### config.mk
export PLATFORM = sky130hd
export DESIGN_NAME = bit_adder
export DESIGN_NICKNAME = d
export VERILOG_FILES = /design/src/rtl/bit_adder_pkg.sv /design/src/rtl/full_adder.sv /design/src/rtl/bit_adder.sv
export SDC_FILE = /design/constraint.sdc
export NUM_CORES = 1
export LEC_CHECK = 0
export ABC_AREA = 1
export CORE_MARGIN = 3
export CORE_UTILIZATION = 32
export DETAILED_ROUTE_END_ITERATION = 12
export PLACE_DENSITY = 0.76
export SKIP_CTS_REPAIR_TIMING = 1
export SYNTH_ARGS = -nofsm -noshare
export SYNTH_HDL_FRONTEND = slang
export SYNTH_HIERARCHICAL = 1
export SYNTH_SLANG_ARGS = --single-unit
export TNS_END_PERCENT = 1
### constraint.sdc
create_clock -name clk -period 2.13 [get_ports clk]
set_input_delay 0.426 -clock clk [delete_from_list [all_inputs] [get_ports clk]]
set_output_delay 0.426 -clock clk [all_outputs]
set_load 0.1 [all_outputs]
### src/rtl/bit_adder_pkg.sv
// Shared constants and helpers for the bit_adder ripple-carry adder.
package bit_adder_pkg;

  localparam int unsigned DefaultWidth = 64;

  // Signed overflow: the carry into the MSB disagrees with the carry out of it.
  function automatic logic signed_ovf(input logic carry_into_msb, input logic carry_out_msb);
    return carry_into_msb ^ carry_out_msb;
  endfunction

endpackage

### src/rtl/full_adder.sv
// One-bit full adder cell used to build the ripple-carry chain.
module full_adder (
  input  logic a,
  input  logic b,
  input  logic cin,
  output logic s,
  output logic cout
);

  logic p;

  assign p    = a ^ b;
  assign s    = p ^ cin;
  assign cout = (a & b) | (cin & p);

endmodule

### src/rtl/bit_adder.sv
// Registered WIDTH-bit two's-complement adder with signed-overflow flag.
module bit_adder
  import bit_adder_pkg::*;
#(
  parameter int unsigned WIDTH = DefaultWidth
) (
  input  logic             clk,
  input  logic             rst,
  input  logic [WIDTH-1:0] a,
  input  logic [WIDTH-1:0] b,
  output logic [WIDTH-1:0] y,
  output logic             ovf
);

  logic [WIDTH:0]   carry;
  logic [WIDTH-1:0] sum;
  logic             ovf_d;

  assign carry[0] = 1'b0;

  for (genvar i = 0; i < WIDTH; i++) begin : g_fa
    full_adder u_fa (
      .a    (a[i]),
      .b    (b[i]),
      .cin  (carry[i]),
      .s    (sum[i]),
      .cout (carry[i+1])
    );
  end

  assign ovf_d = signed_ovf(carry[WIDTH-1], carry[WIDTH]);

  always_ff @(posedge clk or posedge rst) begin
    if (rst) begin
      y   <= '0;
      ovf <= 1'b0;
    end else begin
      y   <= sum;
      ovf <= ovf_d;
    end
  end

endmodule

==> reports/metrics.cfg, run 1 <==
[status]
outcome=finished with violations
violations=negative setup slack

[setup_path]
crit_end=y[63]
crit_arrival_ns=23.12
end_kind=flip-flop
critPathLaunch=a[0]
critPathKind=primary input to flip-flop
slowest_stage=fa_2
path_common_cell=fa_2
slowest_delay_ns=0.53
crit_required_ns=2.39
cp_max_fo=3
cp-start-kind=primary input

[logic_synthesis]
synth_fa_ha_area_share_pct=43.7
yosysMostFrequentCell=dfrtp_1
async_reset_ff_share_pct=100
synthDistinctLibCells=5
synth_simple_gate_area_share_pct=0.384
synth_common_cells=65 x dfrtp_1, 64 x fa_1, 3 x inv_1, 3 x nand2_1, 1 x conb_1
netlist_area_um2=2930
synth_area_leaders=dfrtp_1 55%, fa_1 44%, inv_1 0.38%
avgSynthCellArea_um2=21.6
synth.area.mux_share_pct=0
yosysSeqAreaShare_pct=55.4
synth_warnings=6
ys.flop_type=dfrtp_1
synth-edff-count=0
ys_ff_latch=65
synthXorXnorAreaFrac_pct=0
synth_nets=330
synth_top_area_share_pct=55.4
synthCells=136
synth_top_family_by_area=adder cells
synth_compound_area_share_pct=0
synth_largest_area_cell=dfrtp_1

[layout]
fin_nets=537
fin_util_pct=59.0
fillCellCount=716
drive_gt1_share_pct=42.4
stdcell_area_um2=5200
syn2layout_area_growth_pct=77.2
diodes=0

[route]
firstDrtPassIters=6
wl_per_cell_um=15.9
viasPerCell=4.13
drc=0
drt_wl_total_mm=7.23
drtIter0Drc=38
ant_nets=0
route.vias.total=1879

[timing]
tns_ns=-645.23
setup_viol=61
slew_viol_final=0
fmax_ghz=0.0438
rsz0062_at_grt=true
fin_ws_ns=-20.73
fin_hold_ws_ns=0.398
fin_crit_sh_pct=1070
hold_viol_final=0
final.min_clock_period_ns=22.86

[place]
gp_congestion=0.721
placed_cell_area_um2=5020
dp_hpwl_mm=6.37
placement.io_buffers=194

[clock_tree]
cts_tree=done
cts_buffer_depth=2
cts_buffers=9
ctsHtreeMaxLevel=3
clock-sinks=65
clk_pin_slew_ns=0.07
clockRootBuffer=clkbuf_8

[global_routing]
globalRouteOverflowTotal=0
grtUsageTotal_pct=14.2
grt_max_degree=39
grt_pass1_wl_mm=10.7
grt_pass1_vias=2220
antenna_found_initial=0

[die]
dieWidth_um=102
die_y_um=102
core_um2=8810
start_util_pct=33.3
placementRows=34
die_area_um2=10400
pin_count=195

[power]
p_leak_nw=2.13
peakVddDrop_uv=413
power.density_nw_per_um2=1050
power_mw=5.44

[job]
maxCapViolations=0

[min_path]
worstHoldPathType=primary input to flip-flop

[how the worst min path moves through the flow]
stage,startpoint,end,cells past startpoint
final,a[0],y[0],2
after CTS,rst,y[39],3
after floorplan,b[0],y[0],1
after detailed placement,rst,y[17],3
after global routing,a[0],y[0],2
after global placement,rst,y[13],3
[cells by family (layout without fill, tap and decap cells)]
group / Yosys count / in the layout
buffers and inverters: 3 / 214
flip-flops: 65 / 65
AND/OR/NAND/NOR: 3 / 3
other: 1 / 1
adder cells (fa/ha/maj): 64 / 64
[power by group]
part           total, mW  switching [mW]  internal (mW)
logic               2.94            2.25          0.695
clock network      0.947           0.418          0.529
registers           1.55          0.0723           1.48
[critical path, delay by kind of cell]
family                   cells  cell delay (ns)
adder cells (fa/ha/maj)     64            22.57
buffers and inverters        1             0.09
[stage by stage]
step                      worst slack [ns]  cells
after floorplan                     -20.41    136
after global placement              -21.35    440
after detailed placement            -21.55    440
after CTS                           -21.20    455
after global routing                -21.16    455
final                               -20.73    455
[cells in the final DEF, fill, tap and decap left out]
cell and n:
clkbuf_2 1, dfrtp_1 65, dlymetal6s2s_1 1, clkinv_2 3, clkbuf_8 9, clkdlybuf4s50_1 126
conb_1 1, nand2_1 3, fa_2 64, inv_1 2, buf_4 67, clkbuf_1 2
buf_6 1, inv_2 1, bufinv_16 1
[cell type report]
type | count | area [um2] | share of cell area, %
Timing Repair Buffer | 196 | 1790 | 34.5
Clock inverter | 4 | 45.0 | 0.866
Inverter | 3 | 11.3 | 0.217
Tap cell | 108 | 135 | 2.60
Multi-Input combinational cell | 68 | 1460 | 28.0
Clock buffer | 11 | 131 | 2.53
Sequential cell | 65 | 1630 | 31.3
[metal layers]
layer	part of all wire (%)	up-vias	global-route usage (%)
met5	0	-	0
met4	1.0	0	3.68
met3	13	7	6.68
met2	54	112	25.6
met1	32	941	14.8
li1	-	819	-
[registers in the layout, summed over array words and instances, names as in the netlist]
register / cells
ovf: 1
y: 64
No activity file was read; power rests on OpenSTA's default activity.
==> run 2, diff against run 1 <==
--- a/config.mk
+++ b/config.mk
@@ -7,9 +7,11 @@
 export LEC_CHECK = 0
 export ABC_AREA = 1
 export CORE_MARGIN = 3
-export CORE_UTILIZATION = 32
+export CORE_UTILIZATION = 55
 export DETAILED_ROUTE_END_ITERATION = 12
-export PLACE_DENSITY = 0.76
+export DONT_BUFFER_PORTS = 1
+export GPL_TIMING_DRIVEN = 0
+export PLACE_DENSITY = 0.73
 export SKIP_CTS_REPAIR_TIMING = 1
 export SYNTH_ARGS = -nofsm -noshare
 export SYNTH_HDL_FRONTEND = slang
==> constraint.sdc (replaced) <==
create_clock -name clk -period 19.5 [get_ports clk]
set_input_delay 3.9 -clock clk [delete_from_list [all_inputs] [get_ports clk]]
set_output_delay 3.9 -clock clk [all_outputs]
set_load 0.1 [all_outputs]
==> run 2 against run 1 <==
  * The run still ends with negative setup slack left
  * Wire length decreased by 14%
  * Utilization increased by 9.2 points
  * Worst setup slack improved by 14 ns
  * Die area down 40%
  * First-iteration DRC count decreased by 24%
  * Worst hold slack improved by 3.1 ns
  * Sequential power down 76%
  * Flip-flop and latch count did not move
  * Clock-buffer cell count rose by 2
  * Non-clock buffer count fell by 194
  * Largest power group is now registers
==> reports/metrics.cfg, run 2 (same netlist as run 1, synthesis figures left out) <==
[timing]
final.min_clock_period_ns=26.31
fin_ws_ns=-6.81  ; +13.92 ns
rsz0062_at_grt=true
fin_crit_sh_pct=135
fmax_ghz=0.0380
slew_viol_final=0  ; unchanged
setup_viol=21  ; -66%
hold_viol_final=0  ; unchanged
tightest_slew_ns=0.921
slew-limit-headroom_pct=38.7
tns_ns=-76.00  ; +569.23 ns

[status]
outcome=finished with violations
violations=negative setup slack

[route]
route.vias.total=1187  ; -37%
drtIter0Drc=29  ; -24%
drc=0  ; unchanged
firstDrtPassIters=4  ; -2
viasPerCell=5.44  ; +32%
ant_nets=0  ; unchanged
wl_per_cell_um=28.4  ; +79%
drt_wl_total_mm=6.20  ; -14%

[setup_path]
slowest_stage=fa_2
cp-start-kind=primary input
slowest_delay_ns=0.53  ; about the same
critPathKind=primary input to flip-flop
end_kind=flip-flop
path_buf_inv=0  ; -1
cp_max_fo=3  ; unchanged
crit_required_ns=19.76  ; +17.37 ns
path_common_cell=fa_2
crit_arrival_ns=26.57  ; +3.45 ns
cp.depth=64  ; -1.5%
crit_family=adder cells

[clock_tree]
ctsHtreeMaxLevel=3  ; unchanged
cts_buffer_depth=2  ; unchanged
cts_tree=done
clk_pin_slew_ns=0.06  ; about the same
clock-sinks=65  ; unchanged
cts_buffers=9  ; unchanged
clockRootBuffer=clkbuf_8

[die]
dieWidth_um=79.0  ; -22%
core_um2=4940  ; -44%
start_util_pct=59.4  ; +26 points
pin_count=195  ; unchanged
die_area_um2=6250  ; -40%
placementRows=25  ; -26%
die_y_um=79.0  ; -22%

[layout]
final_common_cell=dfrtp_1
fin_nets=343  ; -36%
largest_register_ffs=64  ; unchanged
diodes=0  ; unchanged
most-common-layout-cells=65 x dfrtp_1, 64 x fa_2, 12 x clkbuf_8
syn2layout_area_growth_pct=15.0
stdcell_area_um2=3370  ; -35%
fillCellCount=313  ; -56%
drive_gt1_share_pct=52.3  ; +10 points
top_regs=y (64), ovf (1)
regMostFlops=y

[power]
p_leak_nw=1.30  ; -39%
power.density_nw_per_um2=152  ; -85%
peakVddDrop_uv=58.7  ; -86%

[global_routing]
grt_max_degree=38  ; -2.6%
grt_pass1_wl_mm=9.52  ; -11%
grtUsageTotal_pct=22.2  ; +8.0 points
grt_pass1_vias=1642  ; -26%
globalRouteOverflowTotal=0  ; unchanged
antenna_found_initial=0  ; unchanged

[place]
dp_hpwl_mm=5.44  ; -15%
placement.io_buffers=0  ; -100%
gp_congestion=0.794  ; +10%
placed_cell_area_um2=3200  ; -36%

[min_path]
worstHoldPathType=primary input to async pin

[job]
maxCapViolations=0  ; unchanged

-- run 2: changes by cell type in the layout (fill, tap and decap cells not counted), sizes merged --
cell and delta:
clkinv -3, dlymetal6s2s -1, clkbuf +1, clkdlybuf4s50 -126
buf -66, bufinv -1
-- run 2: area by class of cell --
| type | count | area [um2] | area share, % |
|---|---|---|---|
| Clock buffer | 13 | 169 | 5.01 |
| Tap cell | 67 | 83.8 | 2.48 |
| Inverter | 3 | 11.3 | 0.334 |
| Sequential cell | 65 | 1630 | 48.2 |
| Timing Repair Buffer | 2 | 27.5 | 0.816 |
| Multi-Input combinational cell | 68 | 1460 | 43.2 |
-- run 2: worst max path at each step --
stage / from / endpoint
global route: b[0] / ovf
global placement: a[0] / y[63]
finish: b[0] / y[63]
CTS: a[0] / y[63]
detailed placement: a[0] / y[63]
floorplan: a[0] / y[63]
-- run 2: metal layers --
metal | track usage (%) | share of wire, % | vias up
li1 | - | - | 431
met4 | 9.45 | 1.7 | 0
met2 | 37.5 | 56 | 116
met1 | 23.4 | 29 | 631
met3 | 11.2 | 13 | 9
met5 | 0 | 0 | -
-- run 2: per-stage QoR --
| step | worst slack [ns] | std cells | power [mW] | hold WS (ns) | util [%] |
|---|---|---|---|---|---|
| 2_1_floorplan | -6.52 | 136 | 0.400 | 4.07 | - |
| 3_3_place_gp | -6.91 | 203 | 0.413 | 4.08 | 64.3 |
| 3_5_place_dp | -7.25 | 204 | 0.420 | 3.90 | 64.7 |
| 4_1_cts | -6.94 | 217 | 0.518 | 3.54 | 68.1 |
| 5_1_grt | -7.30 | 218 | 0.534 | 3.57 | 68.3 |
| 6_report | -6.81 | 218 | 0.513 | 3.53 | 68.3 |
-- run 2: report_power, final --
part,leakage [nW],switching (mW),total (mW),internal [mW]
Combinational,0.456,0.0179,0.0374,0.0196
Clock,0.0875,0.0437,0.0982,0.0545
Sequential,0.758,0.220,0.378,0.157
